**src/rtl/panda_divider.sv**
```systemverilog
// Iterative restoring radix-2 divider with signed/unsigned quotient and remainder.
// Valid/ready handshake on both sides; divide-by-zero and signed overflow are resolved in one edge.
//
// state | meaning
// ------+------------------------------------------------------------
// IDLE  | waiting for a request, ready_o high
// CALC  | one quotient bit per cycle, MSB first, Width cycles
// FIX   | apply quotient/remainder signs, select result by op
// DONE  | result presented, valid_o high until the consumer takes it
module panda_divider #(
    parameter int Width = 32
) (
    input  logic             clk_i,
    input  logic             rst_i,
    input  logic             flush_i,
    input  logic             valid_i,
    output logic             ready_o,
    input  logic [1:0]       op_i,
    input  logic [Width-1:0] dividend_i,
    input  logic [Width-1:0] divisor_i,
    output logic             valid_o,
    input  logic             ready_i,
    output logic [Width-1:0] result_o
);

    typedef enum logic [1:0] {IDLE, CALC, FIX, DONE} state_e;

    localparam logic [Width-1:0] AllOnes  = '1;
    localparam logic [Width-1:0] MinVal   = {1'b1, {(Width-1){1'b0}}};
    localparam logic [Width-1:0] LastIter = Width'(Width - 1);

    state_e           state_q, state_d;
    logic [Width-1:0] cnt_q;
    logic [Width-1:0] rem_q;
    logic [Width-1:0] quo_q;
    logic [Width-1:0] div_q;
    logic [Width-1:0] result_q;
    logic [1:0]       op_q;
    logic             q_neg_q, r_neg_q;

    logic             accept, is_signed, sign_a, sign_b, div_zero, overflow;
    logic [Width-1:0] abs_a, abs_b;
    logic [Width:0]   shifted;
    logic [Width:0]   trial;
    logic             qbit;
    logic [Width-1:0] quo_fix, rem_fix;

    assign ready_o  = (state_q == IDLE);
    assign valid_o  = (state_q == DONE);
    assign result_o = valid_o ? result_q : '0;

    assign accept    = valid_i & ready_o & ~flush_i;
    assign is_signed = ~op_i[0];
    assign sign_a    = is_signed & dividend_i[Width-1];
    assign sign_b    = is_signed & divisor_i[Width-1];
    assign abs_a     = sign_a ? -dividend_i : dividend_i;
    assign abs_b     = sign_b ? -divisor_i : divisor_i;
    assign div_zero  = (divisor_i == '0);
    assign overflow  = is_signed & (dividend_i == MinVal) & (divisor_i == AllOnes);

    // quo_q doubles as the dividend shift register: its MSB is the next dividend bit.
    // When the shifted-out bit is set the partial remainder exceeds any divisor,
    // so the subtraction always succeeds and only Width+1 bits are needed.
    assign shifted = {rem_q, quo_q[Width-1]};
    assign trial   = {1'b0, shifted[Width-1:0]} - {1'b0, div_q};
    assign qbit    = shifted[Width] | ~trial[Width];

    assign quo_fix = (q_neg_q & ~op_q[0]) ? -quo_q : quo_q;
    assign rem_fix = (r_neg_q & ~op_q[0]) ? -rem_q : rem_q;

    always_comb begin
        state_d = state_q;
        case (state_q)
            IDLE: if (accept) state_d = (div_zero | overflow) ? DONE : CALC;
            CALC: if (cnt_q == LastIter) state_d = FIX;
            FIX:  state_d = DONE;
            DONE: if (ready_i) state_d = IDLE;
            default: state_d = IDLE;
        endcase
        if (flush_i) state_d = IDLE;
    end

    always_ff @(posedge clk_i or posedge rst_i) begin
        if (rst_i) state_q <= IDLE;
        else       state_q <= state_d;
    end

    always_ff @(posedge clk_i or posedge rst_i) begin
        if (rst_i) begin
            cnt_q    <= '0;
            rem_q    <= '0;
            quo_q    <= '0;
            div_q    <= '0;
            result_q <= '0;
            op_q     <= '0;
            q_neg_q  <= 1'b0;
            r_neg_q  <= 1'b0;
        end else begin
            case (state_q)
                IDLE: if (accept) begin
                    op_q    <= op_i;
                    cnt_q   <= '0;
                    rem_q   <= '0;
                    quo_q   <= abs_a;
                    div_q   <= abs_b;
                    q_neg_q <= sign_a ^ sign_b;
                    r_neg_q <= sign_a;
                    if (div_zero)      result_q <= op_i[1] ? dividend_i : AllOnes;
                    else if (overflow) result_q <= op_i[1] ? '0 : MinVal;
                end
                CALC: begin
                    rem_q <= qbit ? trial[Width-1:0] : shifted[Width-1:0];
                    quo_q <= {quo_q[Width-2:0], qbit};
                    cnt_q <= cnt_q + 1'b1;
                end
                FIX: result_q <= op_q[1] ? rem_fix : quo_fix;
                default: ;
            endcase
        end
    end

endmodule
```
**config.mk**
```make
export PLATFORM = sky130hd
export DESIGN_NAME = panda_divider
export DESIGN_NICKNAME = d
export VERILOG_FILES = /design/src/rtl/panda_divider.sv
export SDC_FILE = /design/constraint.sdc
export NUM_CORES = 1
export LEC_CHECK = 0
export ABC_AREA = 1
export BUFFER_PORTS_ARGS = -buffer_cell sky130_fd_sc_hd__buf_4
export CAP_MARGIN = 10
export CORE_MARGIN = 2
export CORE_UTILIZATION = 50
export DETAILED_ROUTE_END_ITERATION = 10
export PLACE_DENSITY_LB_ADDON = 0.2
export SLEW_MARGIN = 20
export SYNTH_ARGS = -nofsm -noshare
export SYNTH_HDL_FRONTEND = slang
export SYNTH_SLANG_ARGS = --single-unit
```
**constraint.sdc**
```tcl
create_clock -name clk_i -period 4.92 [get_ports clk_i]
set_input_delay 0.246 -clock clk_i [delete_from_list [all_inputs] [get_ports clk_i]]
set_output_delay 0.246 -clock clk_i [all_outputs]
set_load 0.01 [all_outputs]
```
==> reports/results.tsv <==
metric	value	unit
Post-DRT Antenna Nets	0	
die width	178.3	um
Synth Warn #	0	
crit-path leading delay family	buffers and inverters	
Worst setup SP type	flip-flop	
Area Overhead vs Synth	10.72	%
Synth area leaders	dfrtp_1 27%, nand2_1 21%, nand3_1 11%	
TNS Setup	0	ns
dpl ws	1.549	ns
initial antenna violation count	0	
core footprint	0.02980	sq mm
Critical Path RT	5.21	ns
row cnt	63	
die extent in y	178.3	um
worst path bufs/invs	4	
compound-cell area share of the yosys netlist	11.08	%
Simple-Gate Fraction of Synth Area	43.10	%
critical path endpoint category	flip-flop	
post-synthesis adder-cell area fraction	3.591	%
Max Slew Vio Count	0	
post-CTS setup buffer count	0	
dominant synthesized flop cell	dfrtp_1	
share of layout cells above drive strength 1	6.689	%
Syn Area/Cell	5.856	sq um
main combinational cell family by area after synthesis	simple AND/OR/NAND/NOR gates	
vias in the first global route	15540	
Overflow after GRT	0	
worst hold slack	-0.05271	ns
post-synthesis mux area share	0	%
Root Buffer	clkbuf_16	
DRC Markers	0	
DR pass1 iterations	6	
Worst Skew	0.01344	ns
CTS tree	done	
Via-to-Cell Ratio	5.566	
fin crit period	3.730	ns
Synth Register Bits	166	
Synth Area in XOR/XNOR	2.479	%
library cells used by synthesis	47	
die area	0.03179	sq mm
Clock Path Buffers	2	
cell taking the most area after synthesis	dfrtp_1	
final hold violation count	20	
R2R cell count	10	
VDD IR-drop max	0.0002859	V
GRT Overall Usage	33.12	%
Max Cap Viol	0	
Post-CTS Resized	0	
ys async rst share	100.0	%
Ports	105	
Crit Path Max Fanout	62	
Leak	9.290	nW
RR Endpoint	cnt_q[13]$_DFFE_PP0P_	
nets@finish	2763	
crit path kind	reg2reg	
status	finished, violations left	
Critical Path Max Stage Delay	0.72	ns
1st-iter DRT viols	1536	
Clock Latency Late Sink	0.46	ns
CTS Sinks	166	
Tot Pwr	7.270	mW
RSZ-0062 raised after global routing	no	
first-pass GRT wire length	81.64	mm
failing checks	negative hold slack	
RePlAce Congestion	0.9995	
crit path DAT	4.02	ns
worst-margin pin slew	1.114	ns
f_max	268.1	MHz
syn nets	2708	
# hold bufs at CTS	1	
PD cells	432.3	mW/mm^2
Synth Instances	2594	
synthesized area	0.01519	sq mm
post-synth top area share	27.35	%
PortBufs	104	
period utilisation layout	75.81	%
pin count of the biggest net entering global routing	99	
register area share after synthesis	27.35	%
H-Tree Depth	4	
CTS clk-pin slew, worst paths	0.07	ns
number of flops mapped to enable cells by yosys	0	
CP max-delay cell	clkinv_2	
worst hold path class	in2async	
WL per Instance	17.04	um
utilization after layout	56.45	%
Critical Path, Cell by Cell	inv_1, ha_1, buf_4, inv_2, o21ai_4, clkinv_2, nor2_2, nand2_1, or3_1, nor3b_1	
starting density of the core	50.98	%
Total Routed Length	51.98	mm
routed vias	16980	
DP HPWL	40.80	mm
CTS buffer count	17	
max_slew headroom	25.62	%
r2r setup slk	1.19	ns
final worst setup slack	1.190	ns
Antenna diodes	0	
worst r2r src	state_q[1]$_DFFE_PP0P_	
final count of negative-setup-slack endpoints	0	
routing by layer:
metal | vias up | track usage, % | share of wire [%]
met1 | 7828 | 46.15 | 45
met5 | - | 0 | 0
li1 | 8390 | - | -
met2 | 659 | 50.82 | 44
met3 | 104 | 6.074 | 7.6
met4 | 0 | 13.14 | 3.5
Yosys cell counts, types with 2 or more instances:
master    instances
nand2_1         835
inv_1           397
nand3_1         330
nor2_1          242
dfrtp_1         166
o21ai_0         163
a21oi_1          87
nand4_1          56
clkbuf_1         52
ha_1             42
nor3_1           35
xor2_1           31
buf_2            17
o211ai_1         17
o22ai_1          12
xnor2_1          12
nand3b_1          9
or2_2             8
buf_1             7
and2_1            6
buf_4             6
nor4_1            6
nor2_2            5
o31ai_1           5
a21o_1            4
a22oi_1           4
a31oi_1           4
inv_2             4
o21a_1            4
clkinv_1          3
nand2_2           3
nor3b_1           3
o21bai_1          3
nor2_4            2
o21ai_1           2
final cells by class:
type	count	area [sq um]
clock buffer	20	456.7
tap	390	488.0
fill	3104	12980
timing repair buffer	120	903.4
clock inverter	11	127.6
sequential	166	4154
inverter	404	1523
multi-input combinational	1940	9166
logic make-up (layout without fill, tap and decap cells):
kind of cell | count (synthesis) | in the layout
compound gates | 310 | 310
xor+xnor | 43 | 43
fa+ha+maj | 43 | 43
buf+inv | 488 | 555
flops | 166 | 166
simple gates | 1544 | 1544
registers in the layout (all words and copies together) (netlist names):
signal / count
result_q: 32
q_neg_q: 1
quo_q: 32
rem_q: 32
op_q: 2
r_neg_q: 1
div_q: 32
cnt_q: 32
state_q: 2
power breakdown:
part / switching (mW) / total, mW / internal (mW)
Clock: 0.608 / 1.38 / 0.773
Combinational: 2.63 / 3.75 / 1.12
Sequential: 0.351 / 2.13 / 1.78
how the worst max path moves through the flow:
stage | start | end | slack [ns] | depth (start not counted)
3_3_place_gp | quo_q[31]$_DFFE_PP0P_ | rem_q[31]$_DFFE_PP0P_ | 1.59 | 15
5_1_grt | state_q[1]$_DFFE_PP0P_ | cnt_q[13]$_DFFE_PP0P_ | 0.86 | 10
2_1_floorplan | rst_i | cnt_q[0]$_DFFE_PP0P_ | 0.18 | 1
3_5_place_dp | quo_q[31]$_DFFE_PP0P_ | rem_q[31]$_DFFE_PP0P_ | 1.55 | 15
6_report | state_q[1]$_DFFE_PP0P_ | cnt_q[13]$_DFFE_PP0P_ | 1.19 | 10
4_1_cts | quo_q[31]$_DFFE_PP0P_ | rem_q[31]$_DFFE_PP0P_ | 1.52 | 15
layout by cell type (no fill, tap or decap), drive strengths merged, types with 2 or more instances in the layout:
cell type  count
nand2        838
inv          400
nand3        331
nor2         249
dfrtp        166
o21ai        166
buf          119
a21oi         87
nand4         56
ha            42
nor3          35
xor2          31
clkbuf        20
o211ai        17
clkinv        13
o22ai         12
xnor2         12
nand3b         9
or2            8
nor4           6
and2           6
o31ai          5
o21a           4
a31oi          4
a21o           4
a22oi          4
nor3b          3
o21bai         3
bufinv         2
worst register-to-register path, stage by stage (launching register included):
cell	delay, ns
dfrtp_1	0.42
inv_1	0.09
ha_1	0.14
buf_4	0.39
inv_2	0.43
o21ai_4	0.27
clkinv_2	0.72
nor2_2	0.47
nand2_1	0.14
or3_1	0.35
nor3b_1	0.15
through the flow:
stage / instances / area [sq um] / hold WS (ns)
2_1_floorplan: 2594 / 15190 / 0.3195
3_3_place_gp: 3019 / 16220 / 0.4202
3_5_place_dp: 3019 / 16220 / 0.4221
4_1_cts: 3051 / 16820 / 0.007930
5_1_grt: 3051 / 16820 / 0.01974
6_report: 3051 / 16820 / -0.05271
Note: power is estimated with default switching activity, not from simulation.
